[src/rtl/event_unit_pkg.sv]
// Shared event-unit definitions: register map plus the APB master state
// and completion-type encodings.
package event_unit_pkg;

  localparam logic [11:0] EU_REG_MASK   = 12'h000;
  localparam logic [11:0] EU_REG_STATUS = 12'h004;
  localparam logic [11:0] EU_REG_EVENT  = 12'h008;
  localparam logic [11:0] EU_REG_CLEAR  = 12'h00C;

  typedef enum logic [1:0] {
    IDLE   = 2'd0,
    SETUP  = 2'd1,
    ACCESS = 2'd2
  } apb_state_e;

  typedef enum logic [1:0] {
    CMPL_NONE    = 2'd0,
    CMPL_OK      = 2'd1,
    CMPL_SLVERR  = 2'd2,
    CMPL_TIMEOUT = 2'd3
  } cmpl_e;

endpackage

[src/rtl/apb_timeout_cnt.sv]
// Saturating ACCESS-phase wait counter; expired flags the last allowed wait cycle.
module apb_timeout_cnt #(
  parameter int unsigned TIMEOUT_CYCLES = 16
) (
  input  logic clk_i,
  input  logic rst_ni,
  input  logic clear,
  input  logic enable,
  output logic expired
);

  localparam int unsigned CW = (TIMEOUT_CYCLES == 0) ? 1 : $clog2(TIMEOUT_CYCLES + 1);
  localparam logic [CW-1:0] CNT_MAX  = '1;
  localparam logic [CW-1:0] CNT_LAST = CW'((TIMEOUT_CYCLES == 0) ? 0 : TIMEOUT_CYCLES - 1);
  localparam logic          TO_EN    = (TIMEOUT_CYCLES != 0);

  logic [CW-1:0] cnt_q, cnt_d;

  always_comb begin
    cnt_d = cnt_q;
    if (clear) begin
      cnt_d = '0;
    end else if (enable && (cnt_q != CNT_MAX)) begin
      cnt_d = cnt_q + 1'b1;
    end
  end

  always_ff @(posedge clk_i or negedge rst_ni) begin
    if (!rst_ni) begin
      cnt_q <= '0;
    end else begin
      cnt_q <= cnt_d;
    end
  end

  assign expired = TO_EN && (cnt_q == CNT_LAST);

endmodule

[src/rtl/apb_event_master.sv]
// APB master bridging a local req/gnt port to one APB transfer at a time,
// with a completion pulse carrying read data and error status.
module apb_event_master
  import event_unit_pkg::*;
#(
  parameter int unsigned APB_ADDR_WIDTH = 12,
  parameter int unsigned TIMEOUT_CYCLES = 16
) (
  input  logic                      HCLK,
  input  logic                      HRESETn,
  input  logic                      req_i,
  input  logic                      we_i,
  input  logic [APB_ADDR_WIDTH-1:0] addr_i,
  input  logic [31:0]               wdata_i,
  output logic                      gnt_o,
  output logic                      rvalid_o,
  output logic [31:0]               rdata_o,
  output logic                      err_o,
  output logic [APB_ADDR_WIDTH-1:0] PADDR,
  output logic [31:0]               PWDATA,
  output logic                      PWRITE,
  output logic                      PSEL,
  output logic                      PENABLE,
  input  logic [31:0]               PRDATA,
  input  logic                      PREADY,
  input  logic                      PSLVERR,
  output apb_state_e                state_o
);

  apb_state_e                state_q, state_d;
  cmpl_e                     cmpl;
  logic [APB_ADDR_WIDTH-1:0] paddr_q, paddr_d;
  logic [31:0]               pwdata_q, pwdata_d, rdata_q, rdata_d;
  logic                      pwrite_q, pwrite_d, psel_q, psel_d, penable_q, penable_d;
  logic                      rvalid_q, rvalid_d, err_q, err_d;
  logic                      expired;

  // Handshake: a request is taken on any edge where req_i and gnt_o are both
  // high; rvalid_o then pulses once, and rdata_o/err_o hold until the next one.
  assign gnt_o = (state_q == IDLE) && req_i;

  apb_timeout_cnt #(
    .TIMEOUT_CYCLES(TIMEOUT_CYCLES)
  ) u_timeout (
    .clk_i  (HCLK),
    .rst_ni (HRESETn),
    .clear  (state_q == SETUP),
    .enable ((state_q == ACCESS) && !PREADY),
    .expired(expired)
  );

  always_ff @(posedge HCLK or negedge HRESETn) begin
    if (!HRESETn) begin
      state_q <= IDLE;
    end else begin
      state_q <= state_d;
    end
  end

  always_comb begin
    state_d = state_q;
    cmpl    = CMPL_NONE;
    unique case (state_q)
      IDLE:   if (req_i) state_d = SETUP;
      SETUP:  state_d = ACCESS;
      ACCESS: begin
        // PREADY takes priority over a coincident timeout
        if (PREADY) begin
          state_d = IDLE;
          cmpl    = PSLVERR ? CMPL_SLVERR : CMPL_OK;
        end else if (expired) begin
          state_d = IDLE;
          cmpl    = CMPL_TIMEOUT;
        end
      end
      default: state_d = IDLE;
    endcase
  end

  always_comb begin
    paddr_d   = paddr_q;
    pwdata_d  = pwdata_q;
    pwrite_d  = pwrite_q;
    if (gnt_o) begin
      paddr_d  = addr_i;
      pwdata_d = wdata_i;
      pwrite_d = we_i;
    end
    psel_d    = (state_d != IDLE);
    penable_d = (state_d == ACCESS);
    rvalid_d  = (cmpl != CMPL_NONE);
    rdata_d   = rdata_q;
    err_d     = err_q;
    if (rvalid_d) begin
      err_d   = (cmpl != CMPL_OK);
      rdata_d = ((cmpl == CMPL_TIMEOUT) || pwrite_q) ? 32'h0 : PRDATA;
    end
  end

  always_ff @(posedge HCLK or negedge HRESETn) begin
    if (!HRESETn) begin
      paddr_q   <= '0;
      pwdata_q  <= '0;
      pwrite_q  <= 1'b0;
      psel_q    <= 1'b0;
      penable_q <= 1'b0;
      rvalid_q  <= 1'b0;
      rdata_q   <= '0;
      err_q     <= 1'b0;
    end else begin
      paddr_q   <= paddr_d;
      pwdata_q  <= pwdata_d;
      pwrite_q  <= pwrite_d;
      psel_q    <= psel_d;
      penable_q <= penable_d;
      rvalid_q  <= rvalid_d;
      rdata_q   <= rdata_d;
      err_q     <= err_d;
    end
  end

  assign PADDR    = paddr_q;
  assign PWDATA   = pwdata_q;
  assign PWRITE   = pwrite_q;
  assign PSEL     = psel_q;
  assign PENABLE  = penable_q;
  assign rvalid_o = rvalid_q;
  assign rdata_o  = rdata_q;
  assign err_o    = err_q;
  assign state_o  = state_q;

endmodule

[config.mk]
export PLATFORM = sky130hd
export DESIGN_NAME = apb_event_master
export DESIGN_NICKNAME = d
export VERILOG_FILES = /design/src/rtl/event_unit_pkg.sv /design/src/rtl/apb_timeout_cnt.sv /design/src/rtl/apb_event_master.sv
export SDC_FILE = /design/constraint.sdc
export NUM_CORES = 1
export LEC_CHECK = 0
export CAP_MARGIN = 25
export CELL_PAD_IN_SITES_DETAIL_PLACEMENT = 0
export CELL_PAD_IN_SITES_GLOBAL_PLACEMENT = 1
export CORE_MARGIN = 5
export CORE_UTILIZATION = 30
export DETAILED_ROUTE_END_ITERATION = 16
export GPL_TIMING_DRIVEN = 0
export PLACE_DENSITY = 0.77
export SLEW_MARGIN = 20
export SYNTH_ARGS = -nofsm -noshare
export SYNTH_HDL_FRONTEND = slang
export SYNTH_SLANG_ARGS = --single-unit
[constraint.sdc]
create_clock -name HCLK -period 4.2 [get_ports HCLK]
set_input_delay 0.84 -clock HCLK [delete_from_list [all_inputs] [get_ports HCLK]]
set_output_delay 0.84 -clock HCLK [all_outputs]
set_load 0.01 [all_outputs]
# Word-level counts from Yosys, hierarchy flattened
# Cells that the tools add are included.
# Widths: inputs -> output; s select.
# word_totals
register_bits	88
inputBits	82
# op_classes
add_sub_neg	1
eq_ne	7
n_mux	11
n_reduce_logical	9
# ops
op	n
$mux 32	1
$mux 2	7
$mux 5	2
$eq 2x2->1 const B	3
$pmux 2 s3	1
$reduce_bool 2->1	3
$add 5x1->5 const B	1
$eq 5x4->1 const B	1
$ne 5x5->1 const B	1
$logic_and 1x1->1	3
$eq 2x1->1 const B	1
$logic_not 2->1	1
$ne 2x1->1 const B	1
$logic_not 1->1	1
$logic_or 1x1->1	1

# Depth between registers and ports, before layout
# logic_depth
word_depth	7
mapped_depth	6
depth_no_buf	6

# By module
# From an unflattened synthesis, not the netlist that was laid out.
# hier_totals
cells_unflattened	210
hier_area_um2	3458.3
# by_module_without_submodules
mod	instances	cells_per_inst	area_each_um2
apb_event_master	1	186	3185.6
apb_timeout_cnt	1	24	272.8

# Worst setup path after synthesis
# OpenSTA, ideal clock, no wires.
# synth_path
path_type	input to output
startpoint	input req_i
endpoint	output gnt_o
arrival_ps	1146
required_time_ps	3360
setup_slack_ps	2214
cell_stages	1
path_buffers	0
cell_sequence	nor3b_1
# synth_via
elab_chain_cells	1
# synth_lines
item	line_no	text
start, declared	apb_event_master.sv:11	input logic req_i,
$logic_and 1x1->1	apb_event_master.sv:40	assign gnt_o = (state_q == IDLE) && req_i;
end, declared	apb_event_master.sv:15	output logic gnt_o,
# No other way between the ends.

# Final worst setup path
# Same ends and word-level chain as after synthesis.

==> run summary <==
GRT
---------------------------------------------------------------------------------
Via count of the first global-routing pass                                   2752
Global-route congestion overflow total                                          0
Combined global-route utilization of all metal layers                      13.45%
Pin count of the biggest net entering global routing                           48
Initial antenna violation count                                                 0
Global-route wire length before repair                                   14.11 mm

TIMING
---------------------------------------------------------------------------------
Number of pins with negative max-slew slack in the final report                 0
Part of the cycle the worst path needs                                     69.18%
Number of hold-slack violations in the final timing report                      0
Transition time at the pin with the least slew margin                   0.5308 ns
TNS Setup                                                                    0 ns
Setup repair after global routing missed its margin                            no
Remaining max-slew budget at the tightest pin                              64.38%
Maximum clock skew at final layout                                    0.003748 ns
Highest clock rate                                                     0.3441 GHz
Total setup violations reported at the end of the flow                          0
Post-layout min period                                                   2.906 ns
Hold slack final                                                        0.3921 ns

CRITICAL PATH
---------------------------------------------------------------------------------
Max incr delay on CP                                                      0.57 ns
Total buffers and inverters traversed by the critical path                      2
Startpoint of the worst register-to-register path                    u_timeout.cnt_q[0]
Worst EP required                                                         3.36 ns
Arrival time at the worst endpoint                                        2.07 ns
Launching element type of the critical path                          primary input
Kind of cell adding the most delay to the critical path              buffers and inverters
FF-to-FF path depth                                                             6
Capturing element type of the critical path                            output pin
Largest fanout on the critical path                                             2
List of cells traversed by the critical path                         clkdlybuf4s50_1 -> nor3b_1 -> clkdlybuf4s50_1
Worst setup path category                                            primary input to output pin
Setup slack of the most critical reg-to-reg path                          2.05 ns
Most used cell along the critical path                               clkdlybuf4s50_1
Capturing point of the worst reg2reg path                             rdata_o[22]
Cell type of the slowest stage on the worst timing path              clkdlybuf4s50_1

PLACEMENT
---------------------------------------------------------------------------------
I/O Buffers                                                                   165
Final GP Congestion                                                        0.7588
Instance area at placement                                           0.005215 mm²
Detailed placement HPWL                                                  6.755 mm

ROUTE
---------------------------------------------------------------------------------
Detailed route wirelength on metal3                                        590 µm
Total detailed-routing wirelength                                        8.990 mm
Mean routed wirelength per cell                                          16.71 µm
Topmost layer with routed signal wires                                       met4
Count of nets left with antenna violations after detail routing                 0
Residual DRC                                                                    0
DRT Pass-1 Iters                                                                4
Met1 WL                                                                  3.867 mm
Via density per instance                                                    4.608
Detail Route met2 WL                                                     4.450 mm
Number of DRC markers in iteration 0                                           73
Via Count                                                                    2479

FLOORPLANNING
---------------------------------------------------------------------------------
Effective utilization at floorplan                                         30.85%
Total die area                                                        0.01341 mm²
Number of I/O pins                                                            166
Die extent in x                                                          115.8 µm
Number of placement rows                                                       38
Floorplan Core Area                                                   0.01089 mm²
Chip Height                                                              115.8 µm

CLOCKING
---------------------------------------------------------------------------------
Clock slew seen by the registers of the worst setup and hold paths        0.09 ns
Clock tree sinks                                                               88
Num CTS Buffers                                                                 9
Total number of H-tree levels                                                   3
Deepest clock path buffer count                                                 2
Number of gates given a new drive strength after cts                            0
Clock latency at the later pin of the worst-skew pair                     0.35 ns
Quantity of hold-fixing buffers added after cts                                 0
CTS tree                                                                    built
Clock root buffer                                                        clkbuf_8
Post-CTS Repair Setup Buffers                                                   0

FINAL LAYOUT
---------------------------------------------------------------------------------
Number of fillers in the final layout                                         981
Final instance area                                                  0.005482 mm²
Fraction of layout instances using a drive strength above 1                12.81%
Synthesis-to-layout area growth                                            63.17%
Antenna diodes                                                                  0
Layout Nets                                                                   478

RUN STATUS
---------------------------------------------------------------------------------
Outcome                                                              finished, final reports clean

SYNTHESIS
---------------------------------------------------------------------------------
Number of warnings issued by yosys                                              0
Mean post-synth cell area                                               15.55 µm²
Unique cell type count in the Yosys netlist                                    30
Cell count after synthesis                                                    216
Synth top area cells                                                 dfrtp_1 66%, a22o_1 9.6%, mux2_1 9.4%
EDFF count, synth                                                               0
Post-synth design cell area                                          0.003359 mm²
Nets in the synthesized netlist                                               301
Dominant cell type by area after synthesis                                dfrtp_1
Leading cell type by number of instances after synthesis                  dfrtp_1
Flip-flop cell with the highest count after synthesis                     dfrtp_1
Post-synth top area share                                                  65.55%
Share of synthesized flip-flops with an asynchronous set or reset          100.0%
Flops & latches, synth                                                         88
Most used standard cells in the synthesized netlist                  88 x dfrtp_1, 37 x a22o_1, 28 x mux2_1
Share of synthesized area occupied by flip-flops and latches               65.55%

RUN
---------------------------------------------------------------------------------
Number of maximum-capacitance violations                                        0

PWR
---------------------------------------------------------------------------------
P per Cell Area                                                      727.9 mW/mm²
Total power                                                              3.990 mW
Leakage power                                                            2.347 nW
Peak supply drop                                                         289.3 µV

WORST HOLD PATH
---------------------------------------------------------------------------------
Hold WC Path Type                                                    primary input to asynchronous set/reset pin

power by group:
| group | internal (mW) | total (mW) | switching, mW |
|---|---|---|---|
| registers | 1.25 | 1.47 | 0.220 |
| clock network | 0.457 | 0.764 | 0.307 |
| logic | 1.10 | 1.76 | 0.656 |
| total | 2.81 | 3.99 | 1.18 |
cell type report:
| type | count | area, µm² | share of cell area [%] |
|---|---|---|---|
| buffer | 13 | 96.34 | 1.758 |
| inverter | 3 | 11.26 | 0.2054 |
| tap | 140 | 175.2 | 3.196 |
| multi-input combinational | 112 | 1050 | 19.15 |
| clock buffer | 9 | 123.9 | 2.260 |
| sequential | 88 | 2202 | 40.17 |
| timing repair buffer | 166 | 1680 | 30.66 |
| clock inverter | 7 | 142.6 | 2.602 |
cell families (layout without fill, tap and decap cells):
group | after synthesis | after routing | synth area share (%)
adder cells (fa/ha/maj) | 3 | 3 | 1.117
AO/OA/AOI/OAI | 44 | 44 | 11.17
multiplexers | 46 | 46 | 15.38
flip-flops | 88 | 88 | 65.55
AND/OR/NAND/NOR | 19 | 19 | 3.576
buffers and inverters | 16 | 198 | 3.203
placed cells by master, fill, tap and decap left out, types with 2 or more instances in the layout:
cell / count
ha_1: 3
a22o_1: 37
nor2b_1: 2
o31ai_1: 2
inv_1: 3
buf_4: 5
dfrtp_1: 88
nand3_1: 3
clkbuf_8: 9
mux2_1: 28
nor2_1: 2
buf_6: 4
nand2b_1: 2
bufinv_16: 4
mux2_2: 17
clkdlybuf4s50_1: 164
buf_2: 5
per-layer routing:
layer / vias to the layer above / track usage, %
met5: - / 0
met4: 0 / 3.248
met3: 9 / 4.439
met2: 87 / 22.29
met1: 1232 / 17.14
li1: 1151 / -
worst max-delay path by stage:
stage | startpoint | end | slack (ns) | depth (start not counted)
5_1_grt | req_i | gnt_o | 1.23 | 3
3_3_place_gp | HRESETn | rdata_o[1] | -1.04 | 1
4_1_cts | req_i | gnt_o | 1.27 | 3
3_5_place_dp | req_i | gnt_o | 1.30 | 3
2_1_floorplan | req_i | gnt_o | 2.21 | 1
6_report | req_i | gnt_o | 1.29 | 3
sequential cells by signal, summed over array words and instances, names as in the netlist:
register and cells:
err_o 1, PADDR 12, u_timeout.cnt_q 5, PENABLE 1, state_o 2, rvalid_o 1
PSEL 1, rdata_o 32, PWDATA 32, PWRITE 1
stage by stage:
stage	cells	utilization, %	setup WS [ns]
final	538	50.34	1.294
after global routing	538	50.34	1.234
after CTS	538	50.34	1.272
after detailed placement	522	47.90	1.297
after global placement	521	47.63	-1.043
after floorplan	216	-	2.214
Note: power is estimated with default switching activity, not from simulation.
